`src/rtl/keypad_emulator.sv`:
```
`default_nettype none
// ============================================================================
// Module   : keypad_emulator
// Brief    : Emulates a pressed 4x4 keypad key by answering decoder row strobes
//            on the column lines; keys are queued and pressed/released in turn.
//            Build option KEYPAD_EMU_FIFO_EN selects a 4-entry FIFO queue
//            instead of a single holding register.
// Revision : 1.0 - initial release
// ============================================================================
module keypad_emulator #(
    parameter int HOLD_CYCLES = 1000,
    parameter int GAP_CYCLES  = 1000,
    parameter int CNT_W       = 16
) (
    input  logic       clk,
    input  logic       rst,
    input  logic [3:0] key_in,
    input  logic       key_valid,
    output logic       key_ready,
    input  logic [3:0] row,
    output logic [3:0] column,
    output logic       pressed,
    output logic       busy,
    output logic       done
);

    typedef enum logic [1:0] {
        S_IDLE  = 2'd0,
        S_PRESS = 2'd1,
        S_GAP   = 2'd2
    } state_t;

    localparam logic [CNT_W-1:0] c_HOLD_LOAD = CNT_W'(HOLD_CYCLES - 1);
    localparam logic [CNT_W-1:0] c_GAP_LOAD  = CNT_W'(GAP_CYCLES - 1);
    localparam logic [CNT_W-1:0] c_CNT_ONE   = CNT_W'(1);

    state_t           r_state;
    state_t           w_state_nxt;
    logic [CNT_W-1:0] r_cnt;
    logic [CNT_W-1:0] w_cnt_nxt;
    logic [3:0]       r_cur_key;
    logic [3:0]       w_cur_key_nxt;
    logic             r_done;
    logic             w_done_nxt;

    logic             w_push;
    logic             w_pop;
    logic             w_q_empty;
    logic [3:0]       w_head;

    assign w_push = key_valid && key_ready;
    assign w_pop  = (r_state == S_IDLE) && !w_q_empty;

`ifdef KEYPAD_EMU_FIFO_EN
    logic [3:0] r_mem [0:3];
    logic [1:0] r_wr_ptr;
    logic [1:0] r_rd_ptr;
    logic [2:0] r_count;

    always_ff @(posedge clk) begin
        if (w_push) begin
            r_mem[r_wr_ptr] <= key_in;
        end
    end

    always_ff @(posedge clk) begin
        if (rst) begin
            r_wr_ptr <= 2'd0;
            r_rd_ptr <= 2'd0;
            r_count  <= 3'd0;
        end else begin
            if (w_push) begin
                r_wr_ptr <= r_wr_ptr + 2'd1;
            end
            if (w_pop) begin
                r_rd_ptr <= r_rd_ptr + 2'd1;
            end
            case ({w_push, w_pop})
                2'b10:   r_count <= r_count + 3'd1;
                2'b01:   r_count <= r_count - 3'd1;
                default: r_count <= r_count;
            endcase
        end
    end

    assign key_ready = (r_count < 3'd4);
    assign w_q_empty = (r_count == 3'd0);
    assign w_head    = r_mem[r_rd_ptr];
`else
    logic [3:0] r_hold;
    logic       r_hold_vld;

    // A push refills the register even if its old content is popped this cycle.
    always_ff @(posedge clk) begin
        if (rst) begin
            r_hold     <= 4'd0;
            r_hold_vld <= 1'b0;
        end else if (w_push) begin
            r_hold     <= key_in;
            r_hold_vld <= 1'b1;
        end else if (w_pop) begin
            r_hold_vld <= 1'b0;
        end
    end

    assign key_ready = !r_hold_vld;
    assign w_q_empty = !r_hold_vld;
    assign w_head    = r_hold;
`endif

    always_ff @(posedge clk) begin
        if (rst) begin
            r_state   <= S_IDLE;
            r_cnt     <= '0;
            r_cur_key <= 4'd0;
            r_done    <= 1'b0;
        end else begin
            r_state   <= w_state_nxt;
            r_cnt     <= w_cnt_nxt;
            r_cur_key <= w_cur_key_nxt;
            r_done    <= w_done_nxt;
        end
    end

    always_comb begin
        w_state_nxt   = r_state;
        w_cnt_nxt     = r_cnt;
        w_cur_key_nxt = r_cur_key;
        w_done_nxt    = 1'b0;
        case (r_state)
            S_IDLE: begin
                if (!w_q_empty) begin
                    w_cur_key_nxt = w_head;
                    w_cnt_nxt     = c_HOLD_LOAD;
                    w_state_nxt   = S_PRESS;
                end
            end
            S_PRESS: begin
                if (r_cnt == '0) begin
                    w_cnt_nxt   = c_GAP_LOAD;
                    w_done_nxt  = 1'b1;
                    w_state_nxt = S_GAP;
                end else begin
                    w_cnt_nxt = r_cnt - c_CNT_ONE;
                end
            end
            S_GAP: begin
                if (r_cnt == '0) begin
                    w_state_nxt = S_IDLE;
                end else begin
                    w_cnt_nxt = r_cnt - c_CNT_ONE;
                end
            end
            default: begin
                w_state_nxt = S_IDLE;
            end
        endcase
    end

    // Key code -> (row strobe, column pattern); must match the decoder's map.
    logic [3:0] w_key_row;
    logic [3:0] w_key_col;

    always_comb begin
        w_key_row = 4'b1111;
        w_key_col = 4'b1111;
        case (r_cur_key)
            4'h1: begin w_key_row = 4'b1110; w_key_col = 4'b1110; end
            4'h2: begin w_key_row = 4'b1110; w_key_col = 4'b1101; end
            4'h3: begin w_key_row = 4'b1110; w_key_col = 4'b1011; end
            4'hA: begin w_key_row = 4'b1110; w_key_col = 4'b0111; end
            4'h4: begin w_key_row = 4'b1101; w_key_col = 4'b1110; end
            4'h5: begin w_key_row = 4'b1101; w_key_col = 4'b1101; end
            4'h6: begin w_key_row = 4'b1101; w_key_col = 4'b1011; end
            4'hB: begin w_key_row = 4'b1101; w_key_col = 4'b0111; end
            4'h7: begin w_key_row = 4'b1011; w_key_col = 4'b1110; end
            4'h8: begin w_key_row = 4'b1011; w_key_col = 4'b1101; end
            4'h9: begin w_key_row = 4'b1011; w_key_col = 4'b1011; end
            4'hC: begin w_key_row = 4'b1011; w_key_col = 4'b0111; end
            4'hE: begin w_key_row = 4'b0111; w_key_col = 4'b1110; end
            4'h0: begin w_key_row = 4'b0111; w_key_col = 4'b1101; end
            4'hF: begin w_key_row = 4'b0111; w_key_col = 4'b1011; end
            4'hD: begin w_key_row = 4'b0111; w_key_col = 4'b0111; end
            default: begin w_key_row = 4'b1111; w_key_col = 4'b1111; end
        endcase
    end

    // Zero-latency path: the decoder samples column in the cycle it drives row.
    assign column  = ((r_state == S_PRESS) && (row == w_key_row)) ? w_key_col : 4'b1111;
    assign pressed = (r_state == S_PRESS);
    assign busy    = (r_state != S_IDLE) || !w_q_empty;
    assign done    = r_done;

endmodule
`default_nettype wire

```
`config.mk`:
```
export PLATFORM = sky130hd
export DESIGN_NAME = keypad_emulator
export DESIGN_NICKNAME = d
export VERILOG_FILES = /design/src/rtl/keypad_emulator.sv
export SDC_FILE = /design/constraint.sdc
export NUM_CORES = 1
export LEC_CHECK = 0
export BUFFER_PORTS_ARGS = -buffer_cell sky130_fd_sc_hd__buf_2
export CORE_AREA = 2 2 81 91
export CTS_BUF_LIST = sky130_fd_sc_hd__clkbuf_16
export DETAILED_ROUTE_END_ITERATION = 8
export DIE_AREA = 0 0 83 93
export PLACE_DENSITY = 0.42
export SLEW_MARGIN = 20
export SYNTH_ARGS = -nofsm -noshare
export SYNTH_HDL_FRONTEND = slang
export SYNTH_SLANG_ARGS = --single-unit
export TNS_END_PERCENT = 1
```
`constraint.sdc`:
```
create_clock -name clk -period 3.1 [get_ports clk]
set_input_delay 0.775 -clock clk [delete_from_list [all_inputs] [get_ports clk]]
set_output_delay 0.775 -clock clk [all_outputs]
set_load 0.01 [all_outputs]
```
**After elaboration in Yosys (flattened, before gate mapping)**

Memory sizes are Yosys's and may differ from the RTL's. A register that Yosys moved wholly into a read port is not among the register bits.
Index checks and enable logic that the tools add are counted.

- Output and inout port bits: 8
- Memory bits (read-only): 128
- Latch bits: 0
- Word-level logic and storage cells: 44
- Memories: 1
- Flip-flop bits (word level): 28
- Input port bits: 11
- Memory bits (writable): 0

- Mux-type cells: 14
- Div/mod/pow operators: 0
- Shift-type cells: 0
- Reduce and logical (&&, ||, !) cells: 14
- Order comparisons: 0
- Bitwise gates (word level): 1
- $mul: 0
- Eq/ne operators: 7
- Add/sub/neg operators: 1

Memory list:

| memory | depth | bits a word | rd ports | clocked after Yosys merged registers in | write ports | line | text |
|---|---|---|---|---|---|---|---|
| (name not given) | 16 | 8 | 1 | 1 | 0 | 167 | `case (r_cur_key)` |

Operators with widths:

| cell | number |
|---|---|
| $mux W16 | 3 |
| $pmux W16 S3 | 1 |
| $logic_not A16 Y1 | 1 |
| $sub A16 B1 Y16 const B | 1 |
| $mux W4 | 3 |
| $mux W2 | 3 |
| $ne A2 B2 Y1 const B | 3 |
| $pmux W2 S3 | 1 |
| $reduce_and A3 Y1 | 2 |
| $eq A4 B4 Y1 | 1 |
| $reduce_bool A2 Y1 | 2 |
| $logic_and A1 B1 Y1 | 3 |
| $mux W1 | 3 |
| $reduce_bool A3 Y1 | 1 |
| $eq A2 B1 Y1 const B | 1 |
| $eq A2 B2 Y1 const B | 1 |
| $logic_not A2 Y1 | 1 |
| $ne A2 B1 Y1 const B | 1 |
| $reduce_and A2 Y1 | 1 |
| $reduce_or A2 Y1 | 1 |
| $logic_not A1 Y1 | 1 |
| $logic_or A1 B1 Y1 | 1 |
| $not A1 Y1 | 1 |

**Depth between registers and ports, before layout**

Gate-level depths: netlist of run 1.

- Word-level depth: 4
- Mapped depth: 11
- Depth with buffers taken out: 10

**Worst setup path before layout of run 1**

Ideal clock, no wire load.

- Kind: input to output
- Start point: input row[3]
- End point: output column[0]
- Arrival: 1532 ps
- Path buffers: 0
- Path slack: 793 ps
- Stages on the path: 3
- Required time: 2325 ps
- Cell sequence: xor2_1 -> nor4_1 -> nand2b_1

- Longest elaborated chain between the ends: 3

RTL lines:

| element | line | text |
|---|---|---|
| start: declaration | 20 | `input logic [3:0] row,` |
| $eq A4 B4 Y1 | 189 | `assign column = ((r_state == S_PRESS) && (row == w_key_row)) ? w_key_col : 4'b1111;` |
| $logic_and A1 B1 Y1 | 189 |  |
| $mux W4 | 189 |  |
| end: declaration | 21 | `output logic [3:0] column,` |

Every way passes these cells.

**Worst setup path in the final report of run 1**

- Start point: input row[3]
- End point: output column[2]

The elaborated chain is that of the path after synthesis.

==> key figures, run 1 <==
Pwr
  • Total power: 0.00128 W
  • Cell-internal power: 0.000896 W
  • Switch share: 29.8%
  • Comb power frac: 21.1%
  • VDD IR max: 0.227 mV
  • Static leakage: 0.942 nW
  • P_sw: 0.000380 W
  • PD cells: 559 nW/um2
  • Seq pwr share: 42.1%
  • Clk pwr share: 36.7%

Floorplan
  • Num ports: 19
  • Initial core utilization: 29.2%
  • DIE HEIGHT: 93 um
  • Die Area: 7720 um2
  • Placeable Area: 6850 um2
  • Num rows: 32
  • Die X: 83 um

Clock tree
  • # hold bufs at CTS: 0
  • Clock sinks: 36
  • Post-cts resize count: 0
  • Clk_lat worst skew: 0.28 ns
  • CTS tree: built
  • Num CTS Buffers: 5
  • Max Root-Sink Buffers: 2
  • Setup Buffers After CTS: 0
  • H-tree Lvls: 2
  • Clock Pin Slew Worst Setup and Hold Paths: 0.05 ns
  • CTS root buf: clkbuf_16

STA
  • RSZ-0062 raised after global routing: false
  • Final Hold Fails: 0
  • Skew final: 0.00611 ns
  • Hold_ws: 0.463 ns
  • Tcrit/Tclk final: 83.1%
  • Slew @ Worst Pin: 0.567 ns
  • Finish-stage setup viols: 0
  • Setup TNS: 0 ns
  • Fmax: 388 MHz
  • Rel. slew slack: 61.9%
  • Final min period: 2.57 ns
  • Slew Viols, Final: 0

Layout
  • Synthesis-to-finish area growth: 14.2%
  • Ant. Diodes: 0
  • Layout cells sized above 1: 15.7%
  • Finished Layout Cells: 333
  • Fillers: 760
  • Nets@finish: 270
  • Final core utilization: 33.4%

Worst setup path
  • Crit-path slowest cell: nor4_1
  • CP Class: in2out
  • CP startpoint kind: input port
  • Worst path bufs/invs: 2
  • Crit end category: output port
  • Worst EP arrival: 1.80 ns
  • CP most frequent cell: buf_2
  • CP Max Fanout: 4
  • Worst endpoint required time: 2.32 ns
  • Top delay family on crit path: simple AND/OR/NAND/NOR gates
  • Largest stage delay on the critical path: 0.53 ns
  • Crit-path cells: buf_2 > xor2_1 > nor4_1 > nand2b_1 > buf_2

Worst hold path
  • Worst hold path class: reg2reg

Logic synthesis
  • Syn. warnings: 0
  • Post-Syn Nets: 251
  • Cells after synthesis: 229
  • FFs w/ async S/R, synth: 0%
  • Yosys reg bits: 36
  • Sequential-to-total area share from yosys stat: 36.0%
  • Avg Inst Size Synth: 8.73 um2
  • Post-synth EDFFs: 0
  • Distinct cells, synth: 52
  • Synthesized cell area: 2000 um2
  • Ys flop type: dfxtp_1

Global route
  • Total GRT Usage: 12.5%
  • Overflow after GRT: 0
  • Vias in the first global route: 1635
  • Initial antenna violation count: 0
  • Global-route wire length before repair: 7780 um
  • Pin count of the biggest net entering global routing: 25

Routing
  • DRT antenna net count: 0
  • TritonRoute pass-1 iters: 4
  • Routed wire length per instance: 13.2 um
  • DRC: 0
  • DR iter-0 viols: 52
  • Total wire length: 4390 um
  • Via count: 1632
  • Drt via density: 4.90

Place
  • Final Wtd Congestion: 0.709
  • I/O Buffers: 18
  • Placed cell count: 326
  • Hpwl dp: 3220 um

Run status
  • Outcome: finished, final reports clean

Run
  • Max_cap viols: 0
==> synthesized netlist by cell type (5+ instances only) <==
library cell	n	share of area, %
o21a_1	5	1.9
nand2_1	16	3.0
inv_1	13	2.4
and3_1	6	1.9
ha_1	11	6.9
nor2_1	24	4.5
nor3_1	6	1.5
nand3_1	5	1.3
a31oi_1	7	2.2
dfxtp_1	36	36
nor3b_1	5	1.9
a21oi_1	16	4.0
==> registers in the layout, summed over array words and instances, names as in the netlist <==
name	count
r_cnt	16
r_cur_key	4
r_hold	4
w_key_col	4
w_key_row	4
r_state	2
done	1
r_hold_vld	1
==> per-layer routing <==
| layer | track usage, % | wire length, um | vias up |
|---|---|---|---|
| met5 | 0 | 0 | - |
| met4 | 4.51 | 76 | 0 |
| met3 | 3.27 | 99 | 5 |
| met2 | 21.3 | 2140 | 14 |
| met1 | 15.1 | 2080 | 751 |
| li1 | - | - | 862 |
==> worst register-to-register path, stage by stage, from the launching register on <==
cell      delay (ns)
dfxtp_1         0.36
inv_1           0.07
ha_1            0.31
inv_1           0.15
nor2_1          0.08
inv_1           0.13
o21ai_0         0.12
a31oi_1         0.39
buf_4           0.27
a21boi_1        0.08
a211o_1         0.28
==> cell type report <==
type                            instances  area, um2  share of cell area [%]
Multi-Input combinational cell        172       1170                    51.2
Clock buffer                            5        125                    5.48
Sequential cell                        36        721                    31.6
Timing Repair Buffer                   20        105                    4.60
Inverter                               13       48.8                    2.14
Tap cell                               85        106                    4.66
Clock inverter                          2       8.76                   0.384
==> worst paths after layout <==
kind / from / end / slack, ns / depth (start not counted)
worst max-delay path: row[3] / column[2] / 0.53 / 5
worst min-delay path: r_cur_key[0]$_SDFFE_PP0P_ / r_cur_key[0]$_SDFFE_PP0P_ / 0.46 / 2
worst max register to register: r_state[1]$_SDFFE_PP0P_ / r_cnt[3]$_SDFFE_PP0P_ / 0.74 / 10
worst min register to register: r_cur_key[0]$_SDFFE_PP0P_ / r_cur_key[0]$_SDFFE_PP0P_ / 0.46 / 2
==> power by group through the flow <==
| stage | combinational [W] | sequential (W) | clock [W] |
|---|---|---|---|
| floorplan | 0.000227 | 0.000533 | 0 |
| global placement | 0.000274 | 0.000548 | 0 |
| detailed placement | 0.000273 | 0.000547 | 0 |
| CTS | 0.000275 | 0.000537 | 0.000485 |
| global route | 0.000310 | 0.000545 | 0.000506 |
| finish | 0.000269 | 0.000538 | 0.000468 |
==> cells by family after synthesis <==
group	Yosys count	synth area share (%)
AO/OA/AOI/OAI	64	22.1
XOR/XNOR	7	3.07
adder cells (fa/ha/maj)	11	6.88
buffers and inverters	21	5.51
flip-flops	36	36.0
multiplexers	4	2.00
AND/OR/NAND/NOR	86	24.4
==> through the flow <==
| step | worst slack [ns] | cell area, um2 |
|---|---|---|
| final | 0.525 | 2280 |
| after global routing | 0.362 | 2280 |
| after detailed placement | 0.496 | 2150 |
| after CTS | 0.465 | 2280 |
| after global placement | 0.549 | 2150 |
| after floorplan | 0.793 | 2000 |
==> cells in the final DEF, fill, tap and decap left out, types with 3 or more instances in the layout <==
master / synthesis / routed
clkbuf_16: 0 / 5
o21ai_0: 4 / 4
inv_1: 13 / 14
nand2_1: 16 / 16
xor2_1: 3 / 3
mux2i_1: 4 / 4
nor4_1: 4 / 4
buf_2: 1 / 18
a21boi_0: 3 / 3
dfxtp_1: 36 / 36
a31oi_1: 7 / 7
ha_1: 11 / 11
o21a_1: 5 / 5
a21oi_1: 16 / 16
a22o_1: 4 / 4
nor3_1: 6 / 6
a211oi_1: 4 / 4
and3_1: 6 / 6
nand3_1: 5 / 5
xnor2_1: 4 / 4
nand2b_1: 4 / 4
nor2_1: 24 / 24
nor3b_1: 5 / 5
No activity file was read; power rests on OpenSTA's default activity.
==> run 2: changes to the inputs <==
- ABC_AREA: default -> 1
- CORE_AREA: 2 2 81 91 -> 2 2 84 94
- DIE_AREA: 0 0 83 93 -> 0 0 86 96
- clock period: 3.1 -> 2.6 ns (I/O delays scaled with it)
==> run 2 against run 1 <==
Final cell count is 34% higher. Synthesized cell count increased by 47%. Sequential share of layout area is 2.4 points lower. Sequential power grew 21%. Non-clock buffer count is the same. First-iteration DRC count up 42%. Largest cell class unchanged.
==> key figures, run 2 <==
STA
  • Tcrit/Tclk final: 85.9%
  • Slew @ Worst Pin: 0.403 ns
  • Slew Viols, Final: 0
  • Finish-stage setup viols: 0
  • Final min period: 2.23 ns
  • Fmax: 448 MHz
  • Setup TNS: 0 ns
  • Skew final: 0.00294 ns
  • Rel. slew slack: 73.0%
  • Smallest setup slack after layout: 0.368 ns
  • Final Hold Fails: 0
  • RSZ-0062 raised after global routing: false

Clock tree
  • CTS root buf: clkbuf_16
  • Clock Pin Slew Worst Setup and Hold Paths: 0.06 ns
  • Setup Buffers After CTS: 0
  • Clock sinks: 36
  • Num CTS Buffers: 5
  • Post-cts resize count: 0
  • CTS tree: built
  • H-tree Lvls: 2
  • Clk_lat worst skew: 0.27 ns
  • Max Root-Sink Buffers: 2
  • # hold bufs at CTS: 0

Routing
  • TritonRoute pass-1 iters: 4
  • DR iter-0 viols: 74
  • DRC: 0
  • Via count: 1966
  • Drt via density: 4.42
  • DRT antenna net count: 0
  • Routed wire length per instance: 11.5 um
  • Total wire length: 5110 um

Floorplan
  • Num rows: 33
  • Num ports: 19
  • Initial core utilization: 29.5%
  • DIE HEIGHT: 96 um
  • Die Area: 8260 um2
  • Die X: 86 um
  • Placeable Area: 7310 um2

Logic synthesis
  • Syn. warnings: 0
  • Sequential-to-total area share from yosys stat: 33.4%
  • Yosys reg bits: 36
  • Multiplexer area fraction after synthesis: 0%
  • Post-Synth Adder-Cell Area: 6.38%
  • Distinct cells, synth: 26
  • Main combinational cell family by area after synthesis: simple AND/OR/NAND/NOR gates
  • Avg Inst Size Synth: 6.42 um2
  • FFs w/ async S/R, synth: 0%
  • Post-synth EDFFs: 0
  • Most instantiated library cell after synthesis: nand2_1
  • Ys flop type: dfxtp_1
  • Simple-gate portion of the synthesized area: 40.3%
  • Synth top area share: 33.4%
  • List of most frequent post-synthesis cells: 94 x nand2_1, 62 x nor2_1, 48 x inv_1
  • Area leader, netlist: dfxtp_1
  • Post-Syn Nets: 358
  • Complex-gate fraction of the synthesized area: 7.94%
  • Synthesized cell area: 2160 um2
  • Cells after synthesis: 336
  • Top post-synthesis cells by area: dfxtp_1 33%, nand2_1 16%, nor2_1 11%, inv_1 8.3%, ha_1 6.4%
  • Synth Area in XOR/XNOR: 2.03%

Worst setup path
  • Setup crit start: r_state[1]$_SDFFE_PP0P_
  • Worst endpoint required time: 1.95 ns
  • Worst setup path endpoint: column[0]
  • Worst EP arrival: 1.58 ns
  • RR Endpoint: w_key_row[1]$_DFF_P_
  • CP Class: reg2out
  • CP Max Fanout: 5
  • Critical R2R Launch: r_state[0]$_SDFFE_PP0P_
  • Worst R2R Setup Slack: 0.48 ns
  • Crit end category: output port
  • R2R cell count: 10
  • CP startpoint kind: flip-flop

Layout
  • Synthesis-to-finish area growth: 14.5%
  • Ant. Diodes: 0
  • Final core utilization: 33.8%
  • Layout cells sized above 1: 12.0%
  • Multi-input gate area: 1220 um2
  • Max reg flops: 16
  • Nets@finish: 380
  • Most frequent cells in the layout: 94 x nand2_1, 62 x nor2_1, 48 x inv_1, 36 x dfxtp_1, 22 x nand3_1
  • Leading cell type in the layout, fill and taps excluded: nand2_1
  • Fillers: 838
  • Finished Cell Area: 2470 um2
  • Register area: 721 um2
  • Most flops, register: r_cnt

Global route
  • Overflow after GRT: 0
  • Global-route wire length before repair: 8940 um
  • Vias in the first global route: 1897
  • Total GRT Usage: 13.9%
  • Pin count of the biggest net entering global routing: 15
  • Initial antenna violation count: 0

Place
  • Worst slack at placement: 0.364 ns
  • Final Wtd Congestion: 0.774
  • DP Area: 2340 um2
  • Hpwl dp: 4010 um
  • I/O Buffers: 18

Run
  • Max_cap viols: 0

Worst hold path
  • Worst hold path class: reg2reg

Pwr
  • VDD IR max: 0.300 mV
  • Static leakage: 1.28 nW
  • PD cells: 713 nW/um2

Run status
  • Outcome: finished, final reports clean
==> run 2: cell types whose count changed after synthesis, sizes merged, moves of 9 or more <==
cell	change
o21ai	+9
nand2	+84
nand3	+18
nor2	+42
inv	+35
==> run 2: logic make-up after synthesis <==
| logic type | after synthesis |
|---|---|
| compound gates | 30 |
| xor+xnor | 5 |
| fa+ha+maj | 11 |
| buf+inv | 53 |
| flops | 36 |
| simple gates | 201 |
==> run 2: cell type report <==
type	instances	share of cell area, %
Multi-Input combinational cell	247	49.5
Sequential cell	36	29.2
Inverter	48	7.29
Clock buffer	5	5.06
Tap cell	87	4.41
Timing Repair Buffer	20	4.25
Clock inverter	2	0.304
==> run 2: metrics by stage <==
stage,hold WS [ns],instances,total power [W]
2_1_floorplan,0.447,336,0.00109
3_3_place_gp,0.473,438,0.00122
3_5_place_dp,0.474,438,0.00122
4_1_cts,0.487,445,0.00179
5_1_grt,0.512,445,0.00191
6_report,0.478,445,0.00176
==> run 2: report_power, final <==
| group | internal [W] | total (W) | switching, W |
|---|---|---|---|
| Clock | 0.000343 | 0.000560 | 0.000217 |
| Sequential | 0.000613 | 0.000652 | 0.0000395 |
| Combinational | 0.000180 | 0.000549 | 0.000369 |
| Total | 0.00114 | 0.00176 | 0.000626 |
==> run 2: worst min-delay path by stage <==
stage	from	depth (start not counted)	to
after floorplan	r_hold[0]$_SDFFE_PP0P_	2	r_hold[0]$_SDFFE_PP0P_
after global placement	r_hold[0]$_SDFFE_PP0P_	2	r_hold[0]$_SDFFE_PP0P_
after detailed placement	r_hold[0]$_SDFFE_PP0P_	2	r_hold[0]$_SDFFE_PP0P_
after CTS	r_hold[0]$_SDFFE_PP0P_	2	r_hold[0]$_SDFFE_PP0P_
after global routing	r_state[0]$_SDFFE_PP0P_	2	r_state[0]$_SDFFE_PP0P_
final	r_hold[0]$_SDFFE_PP0P_	2	r_hold[0]$_SDFFE_PP0P_
==> run 2: critical path, cell delays in order, from the launching register on <==
cell and delay [ns]:
dfxtp_1 0.32, inv_1 0.08, ha_1 0.26, nor4b_1 0.29, buf_4 0.18, nand2_1 0.04, buf_2 0.13
==> run 2: layer usage <==
layer	track usage, %	vias up	part of all wire [%]
li1	-	1084	-
met4	3.57	0	0.59
met1	17.1	863	48
met2	24.7	17	50
met5	0	-	0
met3	2.57	2	1.9
==> run 3: changes to the inputs <==
- PLACE_DENSITY: 0.42 -> 0.44
- SETUP_SLACK_MARGIN: default -> 0.3
- clock period: 2.6 -> 2.01 ns (I/O delays scaled with it)
==> run 3 against run 2 <==
Worst setup slack lost 0.21 ns. Sequential power increased by 29%. Wire length is 1.0% lower. Register-to-register slack worse by 0.31 ns. Clock power grew 59%. Final cell count grew 2.5%. Clock skew rose by 0.0022 ns. Flip-flop and latch count unchanged. First-iteration DRC count fell by 31%. Highest routed layer unchanged.
==> key figures, run 3 (synthesized netlist as in run 2, its figures left out) <==
Run status
  • Outcome: finished, final reports clean

Global route
  • Overflow after GRT: 0
  • Pin count of the biggest net entering global routing: 15
  • Global-route wire length before repair: 8720 um
  • Vias in the first global route: 1918
  • Initial antenna violation count: 0
  • Total GRT Usage: 13.5%

Routing
  • Routed wire length per instance: 11.1 um
  • Drt via density: 4.34
  • DRC: 0
  • Total wire length: 5060 um
  • Via count: 1978
  • DRT antenna net count: 0
  • DR iter-0 viols: 51
  • TritonRoute pass-1 iters: 4

STA
  • Setup TNS: 0 ns
  • Fmax: 539 MHz
  • Slew @ Worst Pin: 0.349 ns
  • Rel. slew slack: 76.6%
  • Finish-stage setup viols: 0
  • Skew final: 0.00512 ns
  • Final min period: 1.86 ns
  • Slew Viols, Final: 0
  • Final Hold Fails: 0
  • Tcrit/Tclk final: 92.4%
  • RSZ-0062 raised after global routing: true

Place
  • Hpwl dp: 4080 um
  • Final Wtd Congestion: 0.776
  • I/O Buffers: 18
  • Placed cell count: 448

Worst setup path
  • RR Endpoint: w_key_row[1]$_DFF_P_
  • Worst endpoint required time: 1.51 ns
  • R2R cell count: 10
  • Crit-path slowest cell: dfxtp_2
  • Worst R2R Setup Slack: 0.17 ns
  • Crit-path cells: inv_2 > ha_4 > nor4b_4 > nand2_1 > buf_2
  • Worst setup path endpoint: column[2]
  • CP startpoint kind: flip-flop
  • CP Class: reg2out
  • CP Max Fanout: 5
  • Largest stage delay on the critical path: 0.34 ns
  • Critical R2R Launch: r_state[0]$_SDFFE_PP0P_
  • Setup crit start: r_state[1]$_SDFFE_PP0P_
  • Worst EP arrival: 1.35 ns
  • Crit end category: output port

Pwr
  • Cell-internal power: 0.00165 W
  • P_sw: 0.000843 W
  • Static leakage: 1.35 nW
  • PD cells: 950 nW/um2
  • Comb power frac: 30.5%
  • VDD IR max: 0.303 mV
  • Clk pwr share: 35.6%
  • Seq pwr share: 33.9%
  • Switch share: 33.8%

Floorplan
  • Die X: 86 um
  • Placeable Area: 7310 um2
  • Initial core utilization: 29.5%
  • DIE HEIGHT: 96 um
  • Num ports: 19
  • Die Area: 8260 um2
  • Num rows: 33

Layout
  • Leading cell type in the layout, fill and taps excluded: nand2_1
  • Most frequent cells in the layout: 92 x nand2_1, 62 x nor2_1, 46 x inv_1, 34 x dfxtp_1, 21 x nand3_1
  • Max reg flops: 16
  • Layout cells sized above 1: 17.9%
  • Fillers: 808
  • Finished Layout Cells: 456
  • Nets@finish: 390
  • Synthesis-to-finish area growth: 21.6%
  • Most flops, register: r_cnt
  • Ant. Diodes: 0

Clock tree
  • H-tree Lvls: 2
  • Setup Buffers After CTS: 0
  • CTS root buf: clkbuf_16
  • CTS tree: built
  • Clk_lat worst skew: 0.28 ns
  • Clock sinks: 36
  • Clock Pin Slew Worst Setup and Hold Paths: 0.06 ns
  • Num CTS Buffers: 5
  • Max Root-Sink Buffers: 2

Worst hold path
  • Worst hold path class: in2reg

Run
  • Max_cap viols: 0
## run 3: cell count changes in the layout (fill, tap and decap cells not counted), sizes merged
cell and change:
buf +10, clkinvlp +1, clkinv -1, bufinv +1
## run 3: how the worst min path moves through the flow
stage / startpoint / to / slack, ns / cells past startpoint
3_3_place_gp: r_hold[0]$_SDFFE_PP0P_ / r_hold[0]$_SDFFE_PP0P_ / 0.47 / 2
4_1_cts: rst / r_state[0]$_SDFFE_PP0P_ / 0.44 / 2
6_report: rst / r_state[0]$_SDFFE_PP0P_ / 0.44 / 2
2_1_floorplan: r_hold[0]$_SDFFE_PP0P_ / r_hold[0]$_SDFFE_PP0P_ / 0.45 / 2
3_5_place_dp: r_hold[0]$_SDFFE_PP0P_ / r_hold[0]$_SDFFE_PP0P_ / 0.48 / 2
5_1_grt: rst / r_state[0]$_SDFFE_PP0P_ / 0.45 / 2
## run 3: final cells by class
class,instances,area [um2],share of cell area [%]
Tap cell,87,109,4.15
Multi-Input combinational cell,247,1260,48.2
Sequential cell,36,723,27.6
Clock buffer,5,125,4.77
Clock inverter,3,42.5,1.62
Timing Repair Buffer,30,180,6.87
Inverter,48,180,6.87
## run 3: per-layer routing
layer  global-route usage (%)  vias up  wire length [um]
met5                        0        -                 0
met4                     4.76        0                97
met3                     2.57        8               107
met2                     24.6       17              2460
met1                     15.6      857              2390
li1                         -     1096                 -
## run 3: what timing repair did
action / 4_1_cts / 5_1_grt
gates resized for setup: 7 / 3
pin swaps: 1 / 0
endpoints found under the setup margin: 23 / 30
hold buffers: 0 / 0
## run 3: power by group through the flow
stage / logic, W / clock network [W] / registers, W
after floorplan: 0.000576 / 0 / 0.000843
after global placement: 0.000761 / 0 / 0.000861
after detailed placement: 0.000757 / 0 / 0.000860
after CTS: 0.000770 / 0.000912 / 0.000846
after global routing: 0.000893 / 0.000945 / 0.000855
final: 0.000761 / 0.000888 / 0.000844
## run 3: through the flow
stage               area, um2  setup slack, ns  hold WS, ns  total power (W)  utilization, %
global route             2620          0.00751        0.455          0.00269            35.9
detailed placement       2430           0.0724        0.475          0.00162            33.2
floorplan                2170            0.228        0.447          0.00142               -
global placement         2430            0.120        0.472          0.00162            33.2
finish                   2620            0.153        0.438          0.00249            35.9
CTS                      2620            0.117        0.442          0.00253            35.9
## run 3: critical path: cells and delay by family (launching register included)
| family | cells | cell delay, ns |
|---|---|---|
| AND/OR/NAND/NOR | 2 | 0.35 |
| flip-flops | 1 | 0.34 |
| buffers and inverters | 2 | 0.22 |
| adder cells (fa/ha/maj) | 1 | 0.17 |
